`config.mk`:
```
export PLATFORM = sky130hd
export DESIGN_NAME = imem_loader
export DESIGN_NICKNAME = d
export VERILOG_FILES = /design/src/rtl/imem_loader.sv
export SDC_FILE = /design/constraint.sdc
export NUM_CORES = 1
export LEC_CHECK = 0
export CORE_MARGIN = 10
export CORE_UTILIZATION = 43
export CTS_CLUSTER_DIAMETER = 200
export CTS_CLUSTER_SIZE = 40
export DETAILED_ROUTE_END_ITERATION = 7
export PLACE_DENSITY = 0.74
export SYNTH_ARGS = -nofsm -noshare
export SYNTH_HDL_FRONTEND = slang
export SYNTH_SLANG_ARGS = --single-unit
```
`constraint.sdc`:
```
create_clock -name clk_i -period 1.99 [get_ports clk_i]
set_input_delay 0.199 -clock clk_i [delete_from_list [all_inputs] [get_ports clk_i]]
set_output_delay 0.199 -clock clk_i [all_outputs]
set_load 0.02 [all_outputs]
```
`src/rtl/imem_loader.sv`:
```
// imem_loader
//
// Assembles a little-endian byte stream into 32-bit instruction words and
// writes them to an instruction memory, one word at a time, while holding the
// core off the memory. A session is started with start_i from IDLE or DONE
// and ends on a byte flagged last or when the memory is full.
//
// Ports
//   clk_i           single clock, rising edge
//   rst_i           synchronous active-high reset, highest priority
//   start_i         begin a load session (honoured only in IDLE or DONE)
//   byte_valid_i    byte_data_i is valid this cycle
//   byte_data_i     program byte, little-endian within each word
//   byte_last_i     byte_data_i is the final byte of the program
//   byte_ready_o    loader accepts a byte this cycle
//   wr_en_o         single-cycle instruction-memory write strobe
//   wr_addr_o       word address of the write
//   wr_data_o       assembled instruction word
//   cpu_hold_o      holds PC and fetch while the memory is being written
//   done_o          session finished (level)
//   err_o           partial final word or truncation in this session (sticky)
//   words_loaded_o  words written in the current or last session

module imem_loader #(
    parameter int unsigned DEPTH  = 32,
    parameter int unsigned ADDR_W = 5
) (
    input  logic              clk_i,
    input  logic              rst_i,
    input  logic              start_i,
    input  logic              byte_valid_i,
    input  logic [7:0]        byte_data_i,
    input  logic              byte_last_i,
    output logic              byte_ready_o,
    output logic              wr_en_o,
    output logic [ADDR_W-1:0] wr_addr_o,
    output logic [31:0]       wr_data_o,
    output logic              cpu_hold_o,
    output logic              done_o,
    output logic              err_o,
    output logic [ADDR_W:0]   words_loaded_o
);

    typedef enum logic [1:0] {
        StIdle,
        StLoad,
        StWrite,
        StDone
    } state_e;

    localparam logic [ADDR_W-1:0] LastAddr = ADDR_W'(DEPTH - 1);

    state_e            state_q, state_d;
    logic [1:0]        lane_q, lane_d;
    logic [ADDR_W-1:0] addr_q, addr_d;
    logic [31:0]       data_q, data_d;
    logic              last_q, last_d;   // word in flight ends the program
    logic              err_q, err_d;
    logic [ADDR_W:0]   words_q, words_d;

    always_ff @(posedge clk_i) begin
        if (rst_i) begin
            state_q <= StIdle;
            lane_q  <= '0;
            addr_q  <= '0;
            data_q  <= '0;
            last_q  <= 1'b0;
            err_q   <= 1'b0;
            words_q <= '0;
        end else begin
            state_q <= state_d;
            lane_q  <= lane_d;
            addr_q  <= addr_d;
            data_q  <= data_d;
            last_q  <= last_d;
            err_q   <= err_d;
            words_q <= words_d;
        end
    end

    always_comb begin
        state_d      = state_q;
        lane_d       = lane_q;
        addr_d       = addr_q;
        data_d       = data_q;
        last_d       = last_q;
        err_d        = err_q;
        words_d      = words_q;
        byte_ready_o = 1'b0;
        wr_en_o      = 1'b0;
        cpu_hold_o   = 1'b0;
        done_o       = 1'b0;

        unique case (state_q)
            StIdle, StDone: begin
                done_o = (state_q == StDone);
                if (start_i) begin
                    state_d = StLoad;
                    lane_d  = '0;
                    addr_d  = '0;
                    data_d  = '0;
                    last_d  = 1'b0;
                    err_d   = 1'b0;
                    words_d = '0;
                end
            end

            StLoad: begin
                byte_ready_o = 1'b1;
                cpu_hold_o   = 1'b1;
                if (byte_valid_i) begin
                    unique case (lane_q)
                        2'd0: data_d[7:0]   = byte_data_i;
                        2'd1: data_d[15:8]  = byte_data_i;
                        2'd2: data_d[23:16] = byte_data_i;
                        2'd3: data_d[31:24] = byte_data_i;
                        default: ;
                    endcase
                    lane_d = lane_q + 2'd1;
                    if (lane_q == 2'd3 || byte_last_i) begin
                        state_d = StWrite;
                        last_d  = byte_last_i;
                        // A program ending mid-word is written zero-padded but flagged.
                        if (byte_last_i && lane_q != 2'd3) begin
                            err_d = 1'b1;
                        end
                    end
                end
            end

            StWrite: begin
                wr_en_o    = 1'b1;
                cpu_hold_o = 1'b1;
                words_d    = words_q + 1'b1;
                // Saturate so the address never wraps past the top of memory.
                if (addr_q != LastAddr) begin
                    addr_d = addr_q + 1'b1;
                end
                if (last_q) begin
                    state_d = StDone;
                end else if (addr_q == LastAddr) begin
                    state_d = StDone;
                    err_d   = 1'b1;
                end else begin
                    state_d = StLoad;
                    lane_d  = '0;
                    data_d  = '0;
                end
            end

            default: begin
                state_d = StIdle;
            end
        endcase
    end

    assign wr_addr_o      = addr_q;
    assign wr_data_o      = data_q;
    assign err_o          = err_q;
    assign words_loaded_o = words_q;

endmodule

```
[After elaboration in Yosys (flattened, before gate mapping)]
Cells that the tools add are included.
Storage, ports and cells
  input bits: 13
  register bits: 49
Operators by class
  add/sub/neg operators: 3
  mux-type cells: 39
  reductions and logical operators: 18
  equality and inequality tests: 21
Operators by type and width (count)
  $mux W32: 4
  $pmux W32 S3: 1
  $mux W8: 4
  $ne A2 B2 Y1 const B: 10
  $reduce_and A5 Y1: 4
  $mux W2: 9
  $mux W1: 12
  $pmux W2 S3: 2
  $pmux W6 S2: 1
  $mux W5: 2
  $pmux W5 S2: 1
  $eq A2 B2 Y1 const B: 4
  $reduce_and A4 Y1: 2
  $add A6 B1 Y6 const B: 1
  $mux W6: 1
  $ne A2 B1 Y1 const B: 3
  $reduce_and A3 Y1: 2
  $reduce_and A6 Y1: 1
  $add A5 B1 Y5 const B: 1
  $eq A5 B5 Y1 const B: 1
  $ne A5 B5 Y1 const B: 1
  $eq A2 B1 Y1 const B: 2
  $logic_not A2 Y1: 2
  $reduce_bool A2 Y1: 2
  7 further kinds: 8

[Longest topological paths before layout]
Gate-level depths: netlist of run 1.
  word-level depth: 6
  mapped depth: 7

[Least setup slack after synthesis of run 1]
No wires, ideal clock.
  kind: register to register
  from: register addr_q[0], in the netlist wr_addr_o[0]
  to: register data_q[0], in the netlist wr_data_o[0]
  path slack: 27 ps
  arrival: 1830 ps
  stages on the path, launching flop included: 7
  required time: 1857 ps
  cell sequence: dfxtp_1 ha_1 and3_1 ha_1 o21ai_2 o2111ai_4 mux2i_1
On the way
  longest elaborated chain between the ends: 3
Ends and longest elaborated chain
  from (decl): line 55  | logic [ADDR_W-1:0] addr_q, addr_d;
  from (signal assigned): line 73  | addr_q <= addr_d;
  $eq A5 B5 Y1: line 141  | end else if (addr_q == LastAddr) begin
  $ne A2 B2 Y1 (no line)
  $reduce_and A5 Y1 (no line)
  to (signal assigned): line 74  | data_q <= data_d;
  to (decl): line 56  | logic [31:0] data_q, data_d;
No other way between the ends.
A chain may end at the register's enable or synchronous reset.

[Final worst setup path of run 1]
  from: register state_q[0]
  to: output port byte_ready_o
On the way
  longest elaborated chain between the ends: 2
Ends and longest elaborated chain
  from (decl): line 53  | state_e state_q, state_d;
  from (signal assigned): line 63  | state_q <= StIdle;
  from (signal assigned): line 71  | state_q <= state_d;
  $eq A2 B1 Y1: line 94  | unique case (state_q)
  $mux W1: line 94
  to (decl): line 34  | output logic byte_ready_o,
No other way between the ends.

==> results_dict.tcl, run 1 <==
set metrics [dict create \
    status "finished, final reports clean" \
    dieArea_um2 8588 \
    maxCapViolations 0 \
    cts_setup_buffers 0 \
    vias_per_cell 5.165 \
    final_cell_mix "clkdlybuf4s50_1, dfxtp_1, nand2_1" \
    setup_viol_count_final 0 \
    wl_mm 5.412 \
    rsz0062_at_grt "true" \
    grt_max_degree 34 \
    start_util 0.4446 \
    portBuffers 60 \
    insertion_delay_ns 0.30 \
    cts_buffer_depth 2 \
    fmax_mhz 523.8 \
    netlist_instances 231 \
    h-tree-depth 2 \
    ys.flop_type "dfxtp_1" \
    hp-class "flip-flop to flip-flop" \
    crit_required_ns 1.79 \
    vias 1911 \
    synth_area_per_cell_um2 9.831 \
    ir_drop_v 0.0004811 \
    hpwl_mm 4.063 \
    wl_per_cell_um 14.63 \
    reg2reg_slack_ns 0.13 \
    worstRegToRegCells 7 \
    cts_root_buffer "clkbuf_8" \
    arrival_ns 1.71 \
    cts_buffers 5 \
    worst_pin_slew_ns 0.4731 \
    final_common_cell "clkdlybuf4s50_1" \
    yosys_warnings 0 \
    crit_type "flip-flop to primary output" \
    hold_buffers 0 \
    drive_gt1_frac 0.1067 \
    overflow 0 \
    crit_path_start_kind "flip-flop" \
    die_x_um 92.67 \
    power.leakage_nw 1.206 \
    grt_usage 0.1287 \
    syn2layout_area_growth_pct 36.47 \
    synth_seq_cells 49 \
    synth_area_um2 2271 \
    finalSetupTns_ns 0 \
    drc 0 \
    fin_skew_ns 0.006148 \
    path_max_fanout 12 \
    min_period_ns 1.909 \
    cts_tree "done" \
    place_inst 362 \
    worstHoldStart "wr_data_o[18]" \
    whs_path_depth 2 \
    pre_cts_slack_ns 0.07745 \
    cts.sinks 49 \
    ioPinCount 61 \
    grt_pass1_wl_mm 9.094 \
    final_core_util 0.6068 \
    period_share 0.9594 \
    final-max-slew-violation-count 0 \
    timing.final.ws_setup_ns 0.08073 \
    cp-end-kind "primary output" \
    antenna_found_initial 0 \
    path_clk_slew_ns 0.10 \
    rows 26 \
    core_area_um2 5107 \
    syn_nets 256 \
    gp_congestion 0.8632 \
    slew-limit-headroom 0.6845 \
    diodes 0 \
    ys_types 39 \
    grt_pass1_vias 1905 \
    drt_iter0_markers 83 \
    async_flop_share 0 \
    final_cell_count_no_fill 370 \
    yosysSeqAreaShare 0.4320 \
    timing.rr.start "wr_addr_o[0]" \
    synth_edf_count 0 \
    r2r_end "wr_data_o[24]" \
    fin_nets 324 \
    die_h_um 92.67 \
    power_per_cell_area_nw_per_um2 783.8 \
    min_to "wr_data_o[18]" \
    hold_viol_final 0 \
    dr.pass1.iters 4 \
    detail-route-antenna-nets 0 \
]
-- critical path: stages (launching register included) --
cell             delay (ns)
dfxtp_1                0.42
ha_2                   0.34
clkdlybuf4s50_1        0.65
-- cell families (layout without fill, tap and decap cells) --
kind of cell	Yosys count	in the layout	synth area share
AND/OR/NAND/NOR	75	75	0.1631
flip-flops	49	49	0.4320
AO/OA/AOI/OAI	42	42	0.1537
multiplexers	33	33	0.1455
buffers and inverters	20	89	0.03966
adder cells (fa/ha/maj)	12	12	0.06611
-- worst max-delay path by stage --
| stage | end | slack, ns | start |
|---|---|---|---|
| detailed placement | wr_addr_o[3] | 0.08 | wr_addr_o[0] |
| global placement | wr_addr_o[3] | 0.12 | wr_addr_o[0] |
| CTS | wr_addr_o[3] | 0.05 | wr_addr_o[0] |
| global route | byte_ready_o | -0.01 | state_q[0] |
| floorplan | wr_data_o[0] | 0.03 | wr_addr_o[0] |
| finish | byte_ready_o | 0.08 | state_q[0] |
-- stage by stage --
step / area [um2] / power, mW / hold WS, ns
6_report: 3099 / 2.429 / 0.4619
3_3_place_gp: 3002 / 1.854 / 0.4448
3_5_place_dp: 3002 / 1.858 / 0.4508
5_1_grt: 3099 / 2.562 / 0.4818
2_1_floorplan: 2271 / 1.599 / 0.4024
4_1_cts: 3095 / 2.454 / 0.4643
-- final cells by class --
cell class / count / area (um2)
clock inverters: 3 / 21.27
clock buffers: 5 / 68.82
multi-input cells: 162 / 1207
repair buffers: 71 / 694.4
flip-flops and latches: 49 / 982.2
fillers: 457 / 2008
well taps: 70 / 87.58
inverters: 10 / 37.54
-- Yosys cell counts, types with 2 or more instances --
| master | number | area share |
|---|---|---|
| dfxtp_1 | 49 | 0.43 |
| nand2_1 | 46 | 0.076 |
| mux2i_1 | 33 | 0.15 |
| a21oi_1 | 13 | 0.029 |
| ha_1 | 12 | 0.066 |
| inv_1 | 8 | 0.013 |
| o31ai_1 | 8 | 0.026 |
| o21ai_0 | 7 | 0.015 |
| or4_1 | 5 | 0.017 |
| buf_2 | 4 | 0.0088 |
| clkbuf_1 | 4 | 0.0066 |
| nor2b_1 | 4 | 0.011 |
| o2111ai_4 | 4 | 0.046 |
| a32oi_1 | 2 | 0.0077 |
| and3_1 | 2 | 0.0055 |
| nand2b_1 | 2 | 0.0055 |
| nand3_1 | 2 | 0.0044 |
| nand3b_1 | 2 | 0.0066 |
| nand4b_1 | 2 | 0.0077 |
| o21a_1 | 2 | 0.0066 |
| or3_1 | 2 | 0.0055 |
-- what timing repair did --
action                     4_1_cts  5_1_grt
resized for setup                3        4
cloned                           0        0
setup endpoints to repair        3       35
pin swaps                        0        2
-- flip-flops by register name (all words and copies together) (netlist names) --
signal and flops:
err_o 1, lane_q 2, last_q 1, state_q 2, words_loaded_o 6, wr_addr_o 5, wr_data_o 32
-- routing by layer --
metal	global-route usage	share of wire	vias to the layer above
li1	-	-	958
met1	0.1424	0.43	890
met2	0.2000	0.43	59
met3	0.08152	0.13	4
met4	0.03856	0.0094	0
met5	0	0	-
-- power by group --
part / leakage (nW) / switching (mW) / internal, mW
Sequential: 0.397 / 0.0400 / 1.04
Clock: 0.0445 / 0.349 / 0.250
Combinational: 0.765 / 0.403 / 0.342
(Power assumes the default switching activity.)
==> inputs of run 2 (changes only) <==
--- a/config.mk
+++ b/config.mk
@@ -5,7 +5,7 @@
 export SDC_FILE = /design/constraint.sdc
 export NUM_CORES = 1
 export LEC_CHECK = 0
-export CORE_MARGIN = 10
+export CORE_MARGIN = 4
 export CORE_UTILIZATION = 43
 export CTS_CLUSTER_DIAMETER = 200
 export CTS_CLUSTER_SIZE = 40
==> results_dict.tcl, run 2 (synthesis gave the netlist of run 1 again) <==
set metrics [dict create \
    crit_path_start_kind "flip-flop" \
    power.leakage_nw 1.226 \
    cts_root_buffer "clkbuf_8" \
    maxCapViolations 0 \
    place_area_um2 2994 \
    power_per_cell_area_nw_per_um2 816.8 \
    ir_drop_v 0.0004869 \
    status "finished, final reports clean" \
    hp-class "flip-flop to flip-flop" \
    drt_iter0_markers 47 \
    slew-limit-headroom 0.6452 \
    dr.pass1.iters 4 \
    finalSetupTns_ns 0 \
    insertion_delay_ns 0.31 \
    antenna_found_initial 0 \
    drive_gt1_frac 0.1130 \
    arrival_ns 2.13 \
    final_cell_mix "clkdlybuf4s50_1, dfxtp_1, nand2_1" \
    nFillCells 458 \
    h-tree-depth 2 \
    gp_congestion 0.7860 \
    vias_per_cell 5.127 \
    syn2layout_area_growth_pct 38.02 \
    core_area_um2 5107 \
    period_share 0.9442 \
    crit_required_ns 2.24 \
    cts_buffer_depth 2 \
    cts_buffers 5 \
    detail-route-antenna-nets 0 \
    grt_pass1_vias 1717 \
    vias 1902 \
    final_area_um2 3134 \
    fin_nets 325 \
    final-max-slew-violation-count 0 \
    cp-end-kind "flip-flop" \
    portBuffers 60 \
    diodes 0 \
    final_common_cell "clkdlybuf4s50_1" \
    setup_viol_count_final 0 \
    p_total_mw 2.560 \
    cts.sinks 49 \
    start_util 0.4446 \
    path_max_fanout 7 \
    wl_mm 5.259 \
    grt_max_degree 35 \
    grt_pass1_wl_mm 8.342 \
    rsz0062_at_grt "false" \
    hold_viol_final 0 \
    fin_skew_ns 0.008556 \
    die_h_um 80.67 \
    wl_per_cell_um 14.18 \
    rows 26 \
    path_clk_slew_ns 0.10 \
    ioPinCount 61 \
    cts_tree "done" \
    die_x_um 80.67 \
    largest_reg_flops 32 \
    crit_type "flip-flop to flip-flop" \
    hpwl_mm 3.703 \
    worst_pin_slew_ns 0.5311 \
    fmax_mhz 532.2 \
    drc 0 \
    overflow 0 \
    dieArea_um2 6508 \
    holdWs_ns 0.4616 \
    min_period_ns 1.879 \
    grt_usage 0.1671 \
]
==> run 2: cell count changes in the layout (fill, tap and decap cells not counted), sizes merged <==
cell / previous run / this run
clkdlybuf4s50: 59 / 57
dlygate4sd2: 1 / 3
buf: 11 / 12
bufinv: 0 / 1
clkinvlp: 1 / 0
==> run 2: final timing paths <==
path | from | endpoint | slack (ns) | cells past startpoint
worst max-delay path | wr_addr_o[0] | wr_addr_o[3] | 0.11 | 6
worst min-delay path | wr_data_o[10] | wr_data_o[10] | 0.46 | 2
worst max register to register | wr_addr_o[0] | wr_addr_o[3] | 0.11 | 6
worst min register to register | wr_data_o[10] | wr_data_o[10] | 0.46 | 2
==> run 2: timing repair <==
item / CTS / global route
hold buffers: 0 / 0
gates resized for setup: 5 / 5
setup endpoints to repair: 3 / 23
pin swaps: 0 / 1
endpoints found under the hold margin: 0 / 0
buffers inserted: 0 / 2
==> run 2: cell type report <==
class                      instances  area (um2)  share of cell area
multi-input combinational        162        1212              0.3868
sequential                        49       984.7              0.3142
timing repair buffer              72       699.4              0.2232
tap                               70       87.58             0.02794
clock buffer                       5       68.82             0.02196
clock inverter                     3       43.79             0.01397
inverter                          10       37.54             0.01198
==> run 2: per-stage QoR <==
stage | setup slack (ns) | cells | utilization
after floorplan | 0.02725 | 231 | -
after detailed placement | 0.07354 | 361 | 0.5862
after CTS | 0.04210 | 369 | 0.6085
final | 0.1111 | 371 | 0.6137
after global placement | 0.1186 | 361 | 0.5862
after global routing | 0.005926 | 371 | 0.6137
==> run 2: critical path, cell delays in order, from the launching register on <==
cell     delay (ns)
dfxtp_4        0.36
ha_1           0.20
and3_4         0.18
ha_1           0.22
and2_1         0.23
or4_1          0.48
a21oi_1        0.14
==> run 2: metal layers <==
layer  wire length, um  vias up  global-route usage
li1                  -      960                   -
met1              2433      879              0.2145
met2              2347       55              0.2517
met3               401        8             0.06614
met4                76        0             0.06081
met5                 0        -                   0
==> run 2: report_power, final <==
part / internal (mW) / leakage (nW) / switching (mW)
registers: 1.04 / 0.397 / 0.0398
logic: 0.340 / 0.770 / 0.404
clock network: 0.377 / 0.0585 / 0.355
total: 1.76 / 1.23 / 0.799
==> patch 1, RTL diff (config.mk and constraints of run 1) <==
Reset style: asynchronous (`rst_i`), changed in one clocked block. Comments in the files are not updated.
--- a/src/rtl/imem_loader.sv
+++ b/src/rtl/imem_loader.sv
@@ -58,7 +58,7 @@
     logic              err_q, err_d;
     logic [ADDR_W:0]   words_q, words_d;
 
-    always_ff @(posedge clk_i) begin
+    always_ff @(posedge clk_i or posedge rst_i) begin
         if (rst_i) begin
             state_q <= StIdle;
             lane_q  <= '0;
Function: differs if rst_i is asserted again (counterexample within 4 cycles, from zero or initial values and one cycle with rst_i high); with rst_i held inactive, the same outputs for 10 cycles.
==> patch 1 against run 1 <==
The run now ends with setup timing left; non-clock buffer count increased by 6; design area increased by 6.5%; register-to-register slack got worse by 0.14 ns; routed wire length grew 12%; worst setup slack lost 0.089 ns; synthesized area is 2.4% higher; die area grew 1.9%; sequential cell count unchanged.
Power is not compared: it rests on default switching activity, and its combinational part moved more than twofold at a synthesized area within 25%.
==> patch 1: results (changes against run 1) <==
| Metric | Value |
|---|---|
| Netlist cell types | 37 (-5.1%) |
| Capturing point of the worst reg2reg path | wr_data_o[19]$_DFFE_PP0P_ |
| Slowest stage delay, CP | 0.43 ns (-0.22 ns) |
| Vias in the first global route | 2071 (+8.7%) |
| CP delay by family, top | simple AND/OR/NAND/NOR gates |
| First-pass GRT wire length | 10010 µm (+10%) |
| DR vias/cell | 5.248 (+1.6%) |
| Final setup fails | 2 (+2) |
| Inverters, non-clock | 19 (+9) |
| Asr flop ratio synth | 100.0% (+100 points) |
| Worst setup path end | wr_data_o[19]$_DFFE_PP0P_ |
| Share of cells above drive strength 1 | 16.39% (+5.7 points) |
| Status | complete, but fails checks |
| GR Util met2 | 23.38% (+3.4 points) |
| Area of placed instances | 0.003112 mm² (+3.7%) |
| Post-layout util | 63.84% (+3.2 points) |
| Reg2Reg Depth | 8 (+1) |
| CP arrival | 2.18 ns (+0.47 ns) |
| NonClk Buf Share | 23.23% (+0.82 points) |
| Crit path kind | reg2reg |
| Failing checks | setup timing |
| Clk_buf instances | 6 (+1) |
| Post-Route WL | 6035 µm (+12%) |
| M1 GR Usage | 16.66% (+2.4 points) |
| Slowest CP cell | dfrtp_2 |
| Hold Path Class | in2async |
| Routability Congestion | 0.8284 (-4.0%) |
| Met3 Usage GRT | 3.917% (-4.2 points) |
| Cell total after placement | 366 (+1.1%) |
| Fin worst setup slack | -0.008598 ns (-0.08933 ns) |
| Clock Skew | 0.007357 ns (+0.001209 ns) |
| DP Worst Slack | -0.04056 ns (-0.1180 ns) |
| Post-Syn Nets | 255 (-0.39%) |
| Final hold slack | 0.2464 ns (-0.2156 ns) |
| Sequential share of the synthesized area | 52.72% (+9.5 points) |
| Worst Tran Pin Value | 0.7236 ns (+0.2506 ns) |
| Final nets | 330 (+1.9%) |
[patch 1: layer usage]
| layer | vias up | share of wire [%] | wire [µm] |
|---|---|---|---|
| met1 | 949 | 43 | 2601 |
| met3 | 7 | 5.8 | 352 |
| li1 | 965 | - | - |
| met4 | 0 | 1.8 | 106 |
| met5 | - | 0 | 0 |
| met2 | 47 | 49 | 2975 |
[patch 1: cell families (layout without fill, tap and decap cells)]
group	Yosys count	in the layout	share of synthesized area, %
AO/OA/AOI/OAI	85	85	22.75
adder cells (fa/ha/maj)	12	12	6.455
buffers and inverters	28	103	5.648
flip-flops	49	49	52.72
multiplexers	3	3	1.345
AND/OR/NAND/NOR	53	53	11.08
[patch 1: power by group]
group          total, W  internal (W)  switching (W)
logic           0.00319       0.00140        0.00180
registers       0.00161       0.00136       0.000255
clock network  0.000597      0.000275       0.000322
total           0.00541       0.00303        0.00237
==> patch 2, RTL diff (flow settings as in run 1) <==
Made on the original files. The parameter `ADDR_W` goes from 5 to 7.
--- a/src/rtl/imem_loader.sv
+++ b/src/rtl/imem_loader.sv
@@ -23,7 +23,7 @@
 
 module imem_loader #(
     parameter int unsigned DEPTH  = 32,
-    parameter int unsigned ADDR_W = 5
+    parameter int unsigned ADDR_W = 7
 ) (
     input  logic              clk_i,
     input  logic              rst_i,
Ports: changed (resized words_loaded_o and wr_addr_o); port bits go from 61 to 65. No check against the original RTL was run, so the function may have changed too.
==> patch 2 against run 1 <==
Sequential cell count increased by 4; synthesized area increased by 6.9%; routed wire length increased by 11%; worst setup slack got worse by 0.0082 ns; largest cell class unchanged; hold slack improved by 0.0033 ns; design area increased by 6.9%; critical path depth increased by 4.
Power is not compared: it rests on default switching activity, and its combinational part moved more than twofold at a synthesized area within 25%.
==> patch 2: results (changes against run 1) <==
| Metric | Value |
|---|---|
| Area contributors post-synth | dfxtp_1 44%, mux2i_1 14%, nand2_1 7.6%, ha_1 5.2%, a21oi_1 2.3% |
| Largest net degree at the start of global routing | 33 (-2.9%) |
| Reg2Reg Depth | 6 (-1) |
| Worst-path fanout max | 8 (-4) |
| Synth top cells by count | 53 x dfxtp_1, 49 x nand2_1, 33 x mux2i_1 |
| CP Capture Type | flop |
| Total GRT Usage | 13.57% (+0.70 points) |
| FILL cells | 467 (+2.2%) |
| Sequential share of the synthesized area | 43.71% (+0.52 points) |
| CP arrival | 2.11 ns (+0.40 ns) |
| Capturing point of the worst reg2reg path | wr_data_o[28]$_SDFFE_PP0P_ |
| PortBufs | 64 (+6.7%) |
| Worst rel slew slack | 62.63% (-5.8 points) |
| Routability Congestion | 0.7939 (-8.0%) |
| Initial DRC Count | 81 (-2.4%) |
| First-pass GRT wire length | 9956 µm (+9.5%) |
| Clock Path Buffers | 2 (unchanged) |
| Asr flop ratio synth | 0% (unchanged) |
| Share of cells above drive strength 1 | 11.66% (+0.99 points) |
| FF-to-FF Start | state_q[0]$_SDFFE_PP0P_ |
| Post-Syn Nets | 274 (+7.0%) |
| DR WL/cell | 15.12 µm (+3.3%) |
| Netlist cell types | 49 (+26%) |
| R2R Setup Slk | 0.07 ns (-0.06 ns) |
| Clock Skew | 0.008855 ns (+0.002708 ns) |
| DR vias/cell | 5.103 (-1.2%) |
| Vias in the first global route | 1979 (+3.9%) |
| Post-DP HPWL | 4496 µm (+11%) |
| Status | complete, no violations |
| Final nets | 348 (+7.4%) |
[patch 2: worst min-delay path by stage]
stage | slack, ns | cells past startpoint | from | endpoint
floorplan | 0.40 | 2 | byte_data_i[0] | wr_data_o[24]$_SDFFE_PP0P_
global placement | 0.45 | 2 | wr_data_o[22]$_SDFFE_PP0P_ | wr_data_o[22]$_SDFFE_PP0P_
detailed placement | 0.45 | 2 | wr_data_o[29]$_SDFFE_PP0P_ | wr_data_o[29]$_SDFFE_PP0P_
CTS | 0.47 | 2 | wr_data_o[14]$_SDFFE_PP0P_ | wr_data_o[14]$_SDFFE_PP0P_
global route | 0.49 | 2 | wr_data_o[10]$_SDFFE_PP0P_ | wr_data_o[10]$_SDFFE_PP0P_
finish | 0.47 | 2 | wr_data_o[14]$_SDFFE_PP0P_ | wr_data_o[14]$_SDFFE_PP0P_
[patch 2: logic make-up after synthesis]
logic type	count (synthesis)	share of synthesized area, %
muxes	34	14.07
adders and majority gates	10	5.155
xor gates and xnor gates	7	2.526
DFF	53	43.71
AOI/OAI and AO/OA	33	8.505
and+or+nand+nor	96	21.60
buffers and inverters	18	4.433
[patch 2: area by class of cell]
cell class                 count  area [µm²]  share of cell area [%]
multi-input combinational    180        1275                   38.48
clock buffer                   5       68.82                   2.077
tap                           72       90.09                   2.719
inverter                       7       26.28                  0.7931
clock inverter                 3       43.79                   1.322
sequential                    53        1062                   32.06
timing repair buffer          78       747.0                   22.55
[patch 2: per-stage QoR]
stage	area, µm²	power, W	worst slack [ns]	instances
after floorplan	2427	0.002659	0.02933	251
after global placement	3182	0.003280	-0.03868	390
after detailed placement	3182	0.003315	-0.07330	390
after CTS	3294	0.004052	0.004702	398
after global routing	3313	0.004312	0.001543	398
final	3313	0.004056	0.07254	398
[patch 2: power by group through the flow]
stage / sequential, W / clock, W / combinational, W
after floorplan: 0.00149 / 0 / 0.00117
after global placement: 0.00134 / 0 / 0.00194
after detailed placement: 0.00135 / 0 / 0.00197
after CTS: 0.00132 / 0.000761 / 0.00197
after global routing: 0.00135 / 0.000806 / 0.00216
final: 0.00133 / 0.000742 / 0.00199
[patch 2: metal layers]
| metal | vias to the layer above | share of wire, % | wire (µm) | GRT usage, % |
|---|---|---|---|---|
| met4 | 0 | 2.2 | 131 | 4.988 |
| met5 | - | 0 | 0 | 0 |
| met1 | 967 | 43 | 2611 | 16.91 |
| met3 | 10 | 5.2 | 313 | 3.456 |
| li1 | 1017 | - | - | - |
| met2 | 37 | 49 | 2960 | 22.05 |
[patch 2: timing repair]
action                     CTS  global route
resized for setup            2             5
setup endpoints to repair    9            38
pin swaps                    0             0
[patch 2: critical path: stages, from the launching register on]
cell and delay (ns):
dfxtp_1 0.37, inv_1 0.08, ha_4 0.26, nor2b_4 0.15, or3_4 0.39, a211o_2 0.40
mux2i_1 0.15
